$ cat config.mk
export PLATFORM = sky130hd
export DESIGN_NAME = idma_mchan_dispatch
export DESIGN_NICKNAME = d
export VERILOG_FILES = /design/src/rtl/idma_mchan_dispatch.sv
export SDC_FILE = /design/constraint.sdc
export NUM_CORES = 1
export LEC_CHECK = 0
export BUFFER_PORTS_ARGS = -buffer_cell sky130_fd_sc_hd__buf_2
export CORE_AREA = 2 2 321 323
export CTS_CLUSTER_SIZE = 16
export DETAILED_ROUTE_END_ITERATION = 6
export DIE_AREA = 0 0 323 325
export SYNTH_ARGS = -nofsm -noshare
export SYNTH_HDL_FRONTEND = slang
export SYNTH_SLANG_ARGS = --single-unit
$ cat constraint.sdc
create_clock -name clk_i -period 4.05 [get_ports clk_i]
set_input_delay 0.405 -clock clk_i [delete_from_list [all_inputs] [get_ports clk_i]]
set_output_delay 0.405 -clock clk_i [all_outputs]
set_load 0.01 [all_outputs]
$ cat src/rtl/idma_mchan_dispatch.sv
// idma_mchan_dispatch
//   Arbitrates NumChannels iDMA request streams onto one registered mid-end
//   request port. Assigns per-channel transfer IDs and retires in-order
//   completions through a channel-tag FIFO. Reports per-channel
//   start/done/busy/error status.
//
// Configuration macro:
//   IDMA_MCHAN_FIXED_PRIO_EN - fixed priority (lowest index wins) instead of
//                              round-robin arbitration.
//
// Ports:
//   clk_i, rst_i, clear_i   clock, sync active-high reset, sync soft clear
//   ch_req_i / ch_valid_i   per-channel request payload and valid
//   ch_ready_o              per-channel accept (combinational, one-hot or zero)
//   ch_id_o                 ID the next accepted transfer of each channel gets
//   ch_done_id_o            ID of the last retired transfer of each channel
//   ch_start_o / ch_done_o  one-cycle accept / retire pulses
//   ch_busy_o / ch_error_o  outstanding-transfer flag / sticky error
//   me_req_o / me_valid_o / me_ready_i                    mid-end request port
//   me_rsp_valid_i / me_rsp_error_i / me_rsp_ready_o      mid-end completion port
module idma_mchan_dispatch #(
    parameter int unsigned NumChannels   = 2,
    parameter int unsigned ReqWidth      = 256,
    parameter int unsigned IdWidth       = 8,
    parameter int unsigned InflightDepth = 4
) (
    input  logic                             clk_i,
    input  logic                             rst_i,
    input  logic                             clear_i,
    input  logic [NumChannels*ReqWidth-1:0]  ch_req_i,
    input  logic [NumChannels-1:0]           ch_valid_i,
    output logic [NumChannels-1:0]           ch_ready_o,
    output logic [NumChannels*IdWidth-1:0]   ch_id_o,
    output logic [NumChannels*IdWidth-1:0]   ch_done_id_o,
    output logic [NumChannels-1:0]           ch_start_o,
    output logic [NumChannels-1:0]           ch_done_o,
    output logic [NumChannels-1:0]           ch_busy_o,
    output logic [NumChannels-1:0]           ch_error_o,
    output logic [ReqWidth-1:0]              me_req_o,
    output logic                             me_valid_o,
    input  logic                             me_ready_i,
    input  logic                             me_rsp_valid_i,
    input  logic                             me_rsp_error_i,
    output logic                             me_rsp_ready_o
);

    localparam int unsigned ChW  = (NumChannels > 1) ? $clog2(NumChannels) : 1;
    localparam int unsigned PtrW = (InflightDepth > 1) ? $clog2(InflightDepth) : 1;
    localparam int unsigned CntW = $clog2(InflightDepth + 1);

    // ID sequence: 1, 2, ..., 2^IdWidth-1, 1, ... (0 never reused after reset)
    function automatic logic [IdWidth-1:0] id_incr(input logic [IdWidth-1:0] id);
        return (id == '1) ? IdWidth'(1) : id + IdWidth'(1);
    endfunction

    // Tag FIFO pointer advance with wrap for non-power-of-two depths
    function automatic logic [PtrW-1:0] ptr_incr(input logic [PtrW-1:0] p);
        return (p == PtrW'(InflightDepth - 1)) ? '0 : p + PtrW'(1);
    endfunction

    logic [ReqWidth-1:0]    me_req_q;
    logic                   me_valid_q;
    logic [ChW-1:0]         tag_mem [InflightDepth];
    logic [PtrW-1:0]        wr_ptr_q, rd_ptr_q;
    logic [CntW-1:0]        cnt_q;
    logic [IdWidth-1:0]     next_id_q [NumChannels];
    logic [IdWidth-1:0]     done_id_q [NumChannels];
    logic [CntW-1:0]        outst_q   [NumChannels];
    logic [NumChannels-1:0] start_q, done_q, error_q;

    logic                   stage_free, fifo_full, fifo_empty, can_accept, accept, rsp_fire;
    logic                   grant_vld;
    logic [ChW-1:0]         grant_idx, head_ch;
    logic [NumChannels-1:0] grant_oh, ret_oh;
    logic [ReqWidth-1:0]    req_sel;

    assign stage_free = !me_valid_q || me_ready_i;
    assign fifo_full  = (cnt_q == CntW'(InflightDepth));
    assign fifo_empty = (cnt_q == '0);
    // Full is judged on the registered count: a pop this cycle does not free a slot yet
    assign can_accept = stage_free && !fifo_full;
    assign accept     = can_accept && grant_vld;
    assign head_ch    = tag_mem[rd_ptr_q];
    assign rsp_fire   = me_rsp_valid_i && !fifo_empty;

    assign grant_oh   = NumChannels'(1) << grant_idx;
    assign ret_oh     = rsp_fire ? (NumChannels'(1) << head_ch) : '0;

`ifdef IDMA_MCHAN_FIXED_PRIO_EN
    // Lowest valid channel index wins
    always_comb begin
        grant_vld = 1'b0;
        grant_idx = '0;
        for (int i = int'(NumChannels) - 1; i >= 0; i--) begin
            if (ch_valid_i[ChW'(i)]) begin
                grant_vld = 1'b1;
                grant_idx = ChW'(i);
            end
        end
    end
`else
    logic [ChW-1:0] rr_ptr_q;
    int             cand;

    // Round-robin: first valid channel at or after the pointer
    always_comb begin
        grant_vld = 1'b0;
        grant_idx = '0;
        cand      = 0;
        for (int i = 0; i < int'(NumChannels); i++) begin
            cand = int'(rr_ptr_q) + i;
            if (cand >= int'(NumChannels)) cand = cand - int'(NumChannels);
            if (!grant_vld && ch_valid_i[ChW'(cand)]) begin
                grant_vld = 1'b1;
                grant_idx = ChW'(cand);
            end
        end
    end

    // Pointer moves past the granted channel only on an actual accept
    always_ff @(posedge clk_i) begin
        if (rst_i || clear_i) begin
            rr_ptr_q <= '0;
        end else if (accept) begin
            rr_ptr_q <= (grant_idx == ChW'(NumChannels - 1)) ? '0 : grant_idx + ChW'(1);
        end
    end
`endif

    // Payload mux for the granted channel
    always_comb begin
        req_sel = '0;
        for (int c = 0; c < int'(NumChannels); c++) begin
            if (grant_idx == ChW'(c)) req_sel = ch_req_i[c*ReqWidth +: ReqWidth];
        end
    end

    // Tag storage needs no reset; occupancy is tracked by cnt_q
    always_ff @(posedge clk_i) begin
        if (accept) tag_mem[wr_ptr_q] <= grant_idx;
    end

    // Output stage, tag FIFO control and per-channel tracking
    always_ff @(posedge clk_i) begin
        if (rst_i || clear_i) begin
            me_req_q   <= '0;
            me_valid_q <= 1'b0;
            wr_ptr_q   <= '0;
            rd_ptr_q   <= '0;
            cnt_q      <= '0;
            start_q    <= '0;
            done_q     <= '0;
            error_q    <= '0;
            for (int c = 0; c < int'(NumChannels); c++) begin
                next_id_q[c] <= IdWidth'(1);
                done_id_q[c] <= '0;
                outst_q[c]   <= '0;
            end
        end else begin
            if (accept) begin
                me_req_q   <= req_sel;
                me_valid_q <= 1'b1;
            end else if (me_ready_i) begin
                me_valid_q <= 1'b0;
            end

            if (accept)   wr_ptr_q <= ptr_incr(wr_ptr_q);
            if (rsp_fire) rd_ptr_q <= ptr_incr(rd_ptr_q);
            if (accept && !rsp_fire)      cnt_q <= cnt_q + CntW'(1);
            else if (!accept && rsp_fire) cnt_q <= cnt_q - CntW'(1);

            start_q <= ch_ready_o;
            done_q  <= ret_oh;

            for (int c = 0; c < int'(NumChannels); c++) begin
                if (ch_ready_o[c]) next_id_q[c] <= id_incr(next_id_q[c]);
                if (ret_oh[c])     done_id_q[c] <= id_incr(done_id_q[c]);
                if (ret_oh[c] && me_rsp_error_i) error_q[c] <= 1'b1;
                // Accept and retire on the same channel cancel out
                if (ch_ready_o[c] && !ret_oh[c])      outst_q[c] <= outst_q[c] + CntW'(1);
                else if (!ch_ready_o[c] && ret_oh[c]) outst_q[c] <= outst_q[c] - CntW'(1);
            end
        end
    end

    assign ch_ready_o     = accept ? grant_oh : '0;
    assign me_req_o       = me_req_q;
    assign me_valid_o     = me_valid_q;
    assign me_rsp_ready_o = !fifo_empty;
    assign ch_start_o     = start_q;
    assign ch_done_o      = done_q;
    assign ch_error_o     = error_q;

    for (genvar c = 0; c < int'(NumChannels); c++) begin : g_ch_out
        assign ch_id_o[c*IdWidth +: IdWidth]      = next_id_q[c];
        assign ch_done_id_o[c*IdWidth +: IdWidth] = done_id_q[c];
        assign ch_busy_o[c]                       = (outst_q[c] != '0);
    end

endmodule
### Word level (Yosys, flattened, before mapping)

Memory sizes are Yosys's and may differ from the RTL's. A register that Yosys moved wholly into a read port is not among the register bits.
Index checks and enable logic that the tools add are counted.

| storage, ports and cells | value |
|---|---|
| flip-flop bits (word level) | 271 |
| bits in latches | 0 |
| RAM bits | 42 |
| memory bits (read-only) | 0 |
| logic and storage cells | 144 |
| memories kept | 4 |

Memories:

| name | words | width | rd ports | clocked after memory_dff | write ports | line | source |
|---|---|---|---|---|---|---|---|
| done_id_q | 2 | 8 | 2 | 0 | 2 | 67 | `logic [IdWidth-1:0] done_id_q [NumChannels];` |
| next_id_q | 2 | 8 | 2 | 0 | 2 | 66 | `logic [IdWidth-1:0] next_id_q [NumChannels];` |
| outst_q | 2 | 3 | 2 | 0 | 2 | 68 | `logic [CntW-1:0] outst_q [NumChannels];` |
| tag_mem | 4 | 1 | 1 | 1 | 1 | 63 | `logic [ChW-1:0] tag_mem [InflightDepth];` |

| cells by class | value |
|---|---|
| add/subtract/negate cells | 16 |
| $mul | 0 |
| div/mod/pow operators | 0 |
| magnitude comparators | 4 |
| eq/ne operators | 7 |
| shift operators | 2 |
| muxes and demuxes | 64 |
| bitwise gates (word level) | 8 |
| reduce and logical (&&, ||, !) cells | 29 |

Operators with widths:

| operator | count |
|---|---|
| $mux W256 | 1 |
| $mux W8 | 8 |
| $mux W1 | 43 |
| $add A8 B1 Y8 const B | 4 |
| $eq A8 B8 Y1 const B | 4 |
| $mux W3 | 6 |
| $logic_and A1 B1 Y1 | 12 |
| $mux W2 | 6 |
| $logic_not A1 Y1 | 10 |
| $add A3 B1 Y3 const B | 3 |
| $sub A3 B1 Y3 const B | 3 |
| $or A1 B1 Y1 | 8 |
| $lt A1 B3 Y1 const B | 2 |
| $reduce_bool A3 Y1 | 2 |
| $add A2 B1 Y2 const B | 2 |
| $eq A2 B2 Y1 const B | 2 |
| $reduce_bool A2 Y1 | 2 |
| $shl A1 B1 Y2 const A | 2 |
| $eq A3 B3 Y1 const B | 1 |
| $logic_not A3 Y1 | 1 |
| $add A1 B1 Y2 const B | 1 |
| $ge A1 B2 Y1 const B | 1 |
| $ge A2 B2 Y1 const B | 1 |
| $logic_or A1 B1 Y1 | 2 |
| other kinds (2) | 3 |

### Longest topological paths before layout

Gate-level depths: netlist of the first run.

| depth | value |
|---|---|
| depth after elaboration | 18 |
| mapped depth | 12 |
| mapped depth without buffers | 9 |

### Worst setup path after synthesis of the first run

OpenSTA, ideal clock, no wires.

| path | value |
|---|---|
| kind | register to register |
| start | reg cnt_q[0] |
| end | reg cnt_q[2] |
| library setup time | 0.070 ns |
| arrival time | 2.322 ns |
| path slack | 1.658 ns |
| cell stages (with the launch flop) | 13 |
| buffers on the path | 3 |
| path through | dfxtp_1 or3b_4 nand3_2 inv_2 buf_6 buf_6 buf_2 ha_1 inv_1 fa_1 xor2_1 or3_1 a21oi_1 |

| on the way | value |
|---|---|
| word-level cells in the longest chain between the ends | 7 |

RTL lines:

| what | line | source |
|---|---|---|
| start: declaration | 65 | `logic [CntW-1:0] cnt_q;` |
| start signal: assignment | 169 | `if (accept && !rsp_fire) cnt_q <= cnt_q + CntW'(1);` |
| start signal: assignment | 170 | `else if (!accept && rsp_fire) cnt_q <= cnt_q - CntW'(1);` |
| $eq A3 B3 Y1 (*) | 78 | `assign fifo_full = (cnt_q == CntW'(InflightDepth));` |
| $logic_not A1 Y1 (*) | 81 | `assign can_accept = stage_free && !fifo_full;` |
| $logic_and A1 B1 Y1 (*) | 81 |  |
| $logic_and A1 B1 Y1 (*) | 82 | `assign accept = can_accept && grant_vld;` |
| via accept | 71 | `logic stage_free, fifo_full, fifo_empty, can_accept, accept, rsp_fire;` |
| $logic_not A1 Y1 | 170 |  |
| $logic_and A1 B1 Y1 | 170 |  |
| $reduce_bool A2 Y1 (no line) | -- |  |

The timed path passes the listed nets; every way through them passes the cells marked *. The select of a mux whose other input is x is not followed.
A chain may end at the register's enable or synchronous reset.

### Final worst setup path of the first run

| path | value |
|---|---|
| start | reg cnt_q[2] |
| end | out ch_ready_o[1] |

| on the way | value |
|---|---|
| word-level cells in the longest chain between the ends | 5 |

RTL lines:

| what | line | source |
|---|---|---|
| $eq A3 B3 Y1 | 78 |  |
| $logic_not A1 Y1 | 81 |  |
| $logic_and A1 B1 Y1 | 81 |  |
| $logic_and A1 B1 Y1 | 82 |  |
| $mux W2 | 186 | `assign ch_ready_o = accept ? grant_oh : '0;` |
| end: declaration | 32 | `output logic [NumChannels-1:0] ch_ready_o,` |

Every way passes these cells.

==> key figures, run 1 <==
Die
  • Row count: 117
  • Core area: 101000 µm²
  • I/O Pins: 820
  • Die Area: 105000 µm²
  • Die height: 325 µm
  • DIE WIDTH: 323 µm
  • Initial core utilization: 13.8%

GRT
  • Initial antenna violation count: 2
  • Global-route wire length before repair: 85800 µm
  • Total grt overflow: 0
  • Vias in the first global route: 12522
  • Total GRT Usage: 11.2%
  • Largest net degree at the start of global routing: 201

STA
  • Period utilization: 62.3%
  • Setup TNS: 0 ns
  • Worst Clk Skew: 0.0131 ns
  • Fmax achieved: 0.396 GHz
  • Worst setup margin: 1.53 ns
  • Max-slew violations: 0
  • Final Setup Violations: 0
  • Unrepaired setup endpoints after global routing: no
  • Slew HR: 29.1%
  • Final hold vios: 0
  • Final min period: 2.52 ns
  • Worst Max-Slew Pin Slew: 1.06 ns

Route
  • Drt pass-1 iters: 5
  • Remaining antenna violation count: 0
  • Avg WL per Cell: 17.4 µm
  • WL final: 62100 µm
  • DRC Markers: 0
  • Routed vias/inst: 3.70
  • Vias after detailed routing: 13169
  • Detailed Route Iter0 Violations: 480

Run status
  • Status: completed

Synth
  • Synth Instances: 1404
  • Mapped cell area: 14000 µm²
  • Mapped Nets: 1939
  • Yosys warnings: 0
  • Distinct cell type count after synthesis: 41
  • #FFs+latches synth: 315
  • Avg Inst Size Synth: 9.96 µm²
  • Register area share after synthesis: 48.1%

Pwr
  • VDD IR max: 0.230 mV
  • Pwr dens: 422 nW/µm²
  • Pleak: 9.02 nW

Setup path
  • Worst path arrival time: 2.12 ns
  • Crit. End Element: output port
  • Worst Path Max Fanout: 42
  • CP Launch Type: flip-flop
  • Setup Crit Path Kind: flip-flop to output port
  • Reg2reg setup slack: 1.60 ns
  • WP data required: 3.64 ns

Flow run
  • Max-cap violations: 0

Clock network
  • CTS tree: yes
  • Root Driver: clkbuf_16
  • Clock Latency Late Sink: 0.58 ns
  • Longest Clk Path Bufs: 3
  • Post-CTS Setup Repair Bufs: 0
  • Htree depth: 2
  • Post-CTS Hold Fix Bufs: 0
  • PostCTS Resize Cnt: 0
  • Worst-path clk slew: 0.06 ns
  • Clk sinks: 315
  • Cts bufs inserted: 42

Place
  • HPWL Detailed: 49600 µm
  • Port Buffers: 818
  • RD Place Congestion: 0.932
  • Dpl ws: 1.52 ns

Layout
  • Commonest non-fill, non-tap cell in the layout: buf_2
  • Commonest cells after routing, fill and taps aside: 818 x buf_2, 298 x nor2_1, 272 x dfxtp_1
  • Area grow syn2layout: 48.9%
  • Ant. Diodes: 0
  • Nets@finish: 2699
  • Share of cells above drive strength 1: 41.6%

Hold path
  • Hold Crit Class: input pin to flip-flop
-- final timing paths --
kind	depth (start not counted)	end	start
hold reg to reg	2	ch_error_o[0]	ch_error_o[0]
setup reg to reg	9	cnt_q[2]	cnt_q[0]
hold / removal	3	ch_error_o[0]	me_rsp_error_i
setup / recovery	6	ch_ready_o[1]	cnt_q[2]
-- stage by stage --
stage / power [W] / hold slack (ns) / std cells / util, % / instance area (µm²)
floorplan: 0.00435 / 0.454 / 1404 / - / 14000
global placement: 0.00508 / 0.453 / 3488 / 19.2 / 19400
detailed placement: 0.00509 / 0.456 / 3488 / 19.2 / 19400
CTS: 0.00901 / 0.0279 / 3564 / 20.6 / 20800
global route: 0.00926 / 0.0926 / 3564 / 20.6 / 20800
finish: 0.00879 / 0.0956 / 3564 / 20.6 / 20800
-- synthesized netlist by cell type (all sizes together) --
cell type / count / area, µm²
a211o: 1 / 8.76
a221o: 1 / 10.0
clkinv: 1 / 3.75
and2: 7 / 43.8
a31oi: 3 / 18.8
nand4: 2 / 12.5
xnor2: 11 / 96.3
nor2: 298 / 1120
edfxtp: 42 / 1260
nand2b: 3 / 18.8
nand2: 27 / 104
buf: 57 / 324
a32oi: 1 / 8.76
or3b: 1 / 11.3
clkbuf: 61 / 229
dfxtp: 273 / 5470
a31o: 2 / 17.5
xor2: 19 / 166
or2: 4 / 25.0
nand3: 17 / 90.1
inv: 10 / 37.5
nor2b: 1 / 6.26
or3: 3 / 18.8
nor3: 3 / 15.0
ha: 13 / 163
mux4: 1 / 22.5
mux2i: 257 / 2570
fa: 2 / 40.0
and4: 1 / 8.76
and3: 9 / 56.3
o21ai: 3 / 15.0
a21oi: 12 / 60.1
a211oi: 257 / 1930
o31a: 1 / 10.0
-- where the power goes --
part | switching, W | leakage (nW) | internal, W
Combinational | 0.000897 | 5.65 | 0.000622
Clock | 0.00150 | 0.682 | 0.00229
Sequential | 0.000122 | 2.69 | 0.00336
Total | 0.00252 | 9.02 | 0.00627
-- state kept, by name (all words and copies together), names as in the netlist, named ones only --
signal and count:
me_req_o 256, done_id_q 16, next_id_q 16, outst_q 6
tag_mem 4, cnt_q 3, ch_done_o 2, ch_error_o 2
ch_start_o 2, rd_ptr_q 2, wr_ptr_q 2, me_valid_o 1
rr_ptr_q 1
-- logic make-up after synthesis --
family | Yosys count | share of synthesized area [%]
AND/OR/NAND/NOR | 376 | 10.9
flip-flops | 315 | 48.1
AO/OA/AOI/OAI | 281 | 14.9
multiplexers | 258 | 18.6
buffers and inverters | 129 | 4.25
XOR/XNOR | 30 | 1.88
adder cells (fa/ha/maj) | 15 | 1.45
-- routing by layer --
metal	wire length [µm]	vias up	global-route usage, %
met3	4770	69	3.24
met5	13	-	0
met4	1310	2	2.86
li1	-	6633	-
met1	25800	5972	13.4
met2	30200	493	19.5
-- worst max-delay path: stages, from the launching register on --
cell and delay (ns):
dfxtp_1 0.38, or3b_4 0.43, nand3_2 0.19, inv_8 0.14
nand2_1 0.19, inv_1 0.05, buf_2 0.14
-- area by class of cell --
cell class | instances | area, µm²
Clock inverter | 20 | 190
Clock buffer | 56 | 1210
Tap cell | 1368 | 1710
Multi-Input combinational cell | 960 | 6670
Sequential cell | 315 | 6730
Timing Repair Buffer | 834 | 4280
Inverter | 11 | 48.8
Fill cell | 11338 | 80500
No activity file was read; power rests on OpenSTA's default activity.
==> run 2: changes to the inputs <==
- ABC_AREA: unset -> 1
- CORE_AREA: 2 2 321 323 -> 2 2 319 321
- DIE_AREA: 0 0 323 325 -> 0 0 321 323
- clock period: 4.05 -> 2.4 ns (I/O delays scaled with it)
==> key figures, run 2 <==
Route
  • WL final: 81700 µm (was 62100 µm)
  • Vias after detailed routing: 17325 (was 13169)
  • Avg WL per Cell: 19.2 µm (was 17.4 µm)
  • DRC Markers: 0 (unchanged)
  • Remaining antenna violation count: 0 (unchanged)
  • Routed vias/inst: 4.08 (was 3.70)
  • Drt pass-1 iters: 5 (unchanged)
  • Detailed Route Iter0 Violations: 1256 (was 480)

STA
  • Setup TNS: 0 ns (unchanged)
  • Final min period: 2.32 ns
  • Max-slew violations: 0 (unchanged)
  • Unrepaired setup endpoints after global routing: no (unchanged)
  • Slew HR: 54.3% (was 29.1%)
  • Final hold vios: 0 (unchanged)
  • Period utilization: 96.6%
  • Worst Clk Skew: 0.0199 ns (was 0.0131 ns)
  • Worst Max-Slew Pin Slew: 0.685 ns (was 1.06 ns)
  • Fmax achieved: 0.431 GHz
  • Final Setup Violations: 0 (unchanged)

Hold path
  • Hold Crit Class: input pin to flip-flop (unchanged)
  • Min-delay src: me_rsp_valid_i (was me_rsp_error_i)

Layout
  • Final instance area: 25300 µm² (was 20800 µm²)
  • Util after Layout: 25.2% (was 20.6%)
  • Share of cells above drive strength 1: 32.9% (was 41.6%)
  • Commonest cells after routing, fill and taps aside: 818 x buf_2, 569 x nand2_1, 510 x dlygate4sd3_1 (was 818 x buf_2, 298 x nor2_1, 272 x dfxtp_1)
  • Register Area: 6730 µm² (about the same)
  • Commonest non-fill, non-tap cell in the layout: buf_2 (unchanged)
  • Fillcell total: 10627 (was 11338)
  • Multi-input combinational cell area: 5460 µm² (was 6670 µm²)
  • Non-Filler Instances: 4249 (was 3564)
  • Nets@finish: 3440 (was 2699)
  • Max reg flops: 256 (unchanged)
  • Area grow syn2layout: 95.4% (was 48.9%)

Setup path
  • Worst path arrival time: 2.78 ns (was 2.12 ns)
  • Worst Path Max Fanout: 11 (was 42)
  • WP data required: 2.86 ns (was 3.64 ns)
  • CP most frequent cell: buf_4
  • FF-to-FF End: me_req_o[212] (was cnt_q[2])
  • Worst stage delay on the critical path: 0.62 ns (was 0.43 ns)
  • CP startpoint: cnt_q[0] (was cnt_q[2])
  • Worst path depth: 10 (was 6)
  • Setup Crit Path Kind: flip-flop to flip-flop (was flip-flop to output port)
  • CP Launch Type: flip-flop (unchanged)
  • RR Startpoint: cnt_q[0] (unchanged)
  • CP cell instances: nor2_2, nand2_2, nand4_1, buf_4, clkinv_8, buf_16, buf_4, nand2_1, a31oi_1, dlygate4sd3_1 (was or3b_4, nand3_2, inv_8, nand2_1, inv_1, buf_2)
  • FF-to-FF path depth: 10 (was 9)
  • Delay-heaviest family, CP: buffers and inverters (was simple AND/OR/NAND/NOR gates)
  • Crit path buf inv count: 5 (was 3)
  • Slowest cell on the critical path: dlygate4sd3_1 (was or3b_4)
  • Reg2reg setup slack: 0.08 ns (was 1.60 ns)
  • Crit path to: me_req_o[212] (was ch_ready_o[1])
  • Crit. End Element: flip-flop (was output port)

Clock network
  • Htree depth: 2 (unchanged)
  • CTS tree: yes (unchanged)
  • Clk sinks: 315 (unchanged)
  • Longest Clk Path Bufs: 3 (unchanged)
  • Worst-path clk slew: 0.06 ns (about the same)
  • Root Driver: clkbuf_16 (unchanged)
  • Cts bufs inserted: 39 (was 42)
  • Clock Latency Late Sink: 0.59 ns (was 0.58 ns)

GRT
  • Total grt overflow: 0 (unchanged)
  • Vias in the first global route: 16554 (was 12522)
  • Global-route wire length before repair: 110000 µm (was 85800 µm)
  • Total GRT Usage: 14.4% (was 11.2%)
  • Initial antenna violation count: 12 (was 2)
  • Largest net degree at the start of global routing: 107 (was 201)

Place
  • HPWL Detailed: 57700 µm (was 49600 µm)
  • Dpl cell area: 18700 µm² (was 19400 µm²)
  • DP Cell Count: 3654 (was 3488)
  • RD Place Congestion: 0.910 (was 0.932)
  • Port Buffers: 818 (unchanged)

Synth
  • Yosys warnings: 0 (unchanged)
  • #FFs+latches synth: 315 (unchanged)
  • Mapped Nets: 2117 (was 1939)
  • Avg Inst Size Synth: 8.20 µm² (was 9.96 µm²)
  • Top_reg_cell synth: dfxtp_1 (unchanged)
  • Distinct cell type count after synthesis: 35 (was 41)
  • Mapped cell area: 13000 µm² (was 14000 µm²)
  • Number of synthesized flops with an enable pin: 42 (unchanged)
  • Synth Instances: 1582 (was 1404)
  • Most common cell in the netlist: nand2_1 (was nor2_1)
  • Top cell type's share of synthesized area: 42.2% (was 39.1%)
  • Most frequent cells after synthesis: 569 x nand2_1, 273 x dfxtp_1, 130 x a22oi_1 (was 298 x nor2_1, 273 x dfxtp_1, 257 x a211oi_1, 257 x mux2i_1, 61 x clkbuf_1)
  • Asr flop ratio synth: 0% (unchanged)
  • Yosys top cell by area: dfxtp_1 (unchanged)
  • Top post-synthesis cells by area: dfxtp_1 42%, nand2_1 16%, edfxtp_1 9.7%, a22oi_1 7.5%, a31oi_1 6.2% (was dfxtp_1 39%, mux2i_1 18%, a211oi_1 14%, edfxtp_1 9.0%, nor2_1 8.0%)
  • Register area share after synthesis: 51.9% (was 48.1%)

Die
  • Initial core utilization: 12.9% (was 13.8%)
  • Row count: 117 (unchanged)
  • I/O Pins: 820 (unchanged)
  • Die Area: 104000 µm² (was 105000 µm²)
  • DIE WIDTH: 321 µm (was 323 µm)
  • Core area: 101000 µm² (about the same)
  • Die height: 323 µm (was 325 µm)

Flow run
  • Max-cap violations: 0 (unchanged)

Pwr
  • PnR Total Power: 0.0146 W (was 0.00879 W)
  • Pleak: 11.3 nW (was 9.02 nW)
  • Pwr dens: 578 nW/µm² (was 422 nW/µm²)
  • VDD IR max: 0.388 mV (was 0.230 mV)

Run status
  • Status: completed (unchanged)
run 2: cell count changes in the layout (fill, tap and decap cells not counted), moves of 42 or more:
cell	delta
o21ai_1	+97
a211oi_1	-255
inv_1	+42
a31oi_1	+125
a22oi_1	+130
dlygate4sd3_1	+510
mux2i_1	-257
nor2_1	-260
nand2_1	+543
run 2: tightest hold or removal path: stages:
cell     delay (ns)
buf_2          0.09
nand2_2        0.09
o21ai_0        0.15
nor2_1         0.05
run 2: final cells by class:
class / count / share of cell area [%]
antenna: 5 / 0.0494
clock buffer: 61 / 4.62
clock inverter: 10 / 0.410
inverter: 57 / 0.983
multi-input combinational: 1095 / 21.6
sequential: 315 / 26.6
tap: 1309 / 6.47
timing repair buffer: 1397 / 39.3
run 2: kinds of logic after synthesis:
group                      count (synthesis)  share of synthesized area [%]
DFF                                      315                           51.9
AOI/OAI and AO/OA                        423                           20.3
buffers and inverters                    172                           6.12
adders and majority gates                 15                           1.56
xor gates and xnor gates                  10                          0.676
and+or+nand+nor                          647                           19.5
run 2: metrics by stage:
stage	hold WS, ns	setup WS (ns)
3_3_place_gp	0.439	0.347
3_5_place_dp	0.448	0.307
5_1_grt	0.0383	0.000426
4_1_cts	0.0204	0.0131
2_1_floorplan	0.353	0.287
6_report	0.0927	0.0806
run 2: worst min-delay path by stage:
stage	end	slack [ns]	cells after the start
after floorplan	me_req_o[103]	0.35	2
after CTS	me_req_o[129]	0.02	3
after global routing	me_req_o[129]	0.04	3
after detailed placement	me_req_o[231]	0.45	3
final	flip-flop	0.09	4
after global placement	me_req_o[90]	0.44	3
run 2: timing repair:
item | 4_1_cts | 5_1_grt
endpoints found under the setup margin | 1 | 95
hold endpoints to repair | 258 | 0
hold buffers | 510 | 0
gates cloned | 2 | 2
setup buffers | 0 | 5
pin swaps | 0 | 0
resized for setup | 2 | 12
run 2: layer usage:
layer  part of all wire (%)  global-route usage, %
met1                     39                   16.9
met2                     44                   22.4
met3                     11                   5.75
met4                    5.0                   7.59
met5                  0.059                      0
run 2: power breakdown:
group	total (W)	switching (W)	leakage (nW)	internal (W)
clock	0.00596	0.00248	0.622	0.00348
combinational	0.00289	0.00150	7.96	0.00138
sequential	0.00579	0.000181	2.68	0.00561
total	0.0146	0.00417	11.3	0.0105
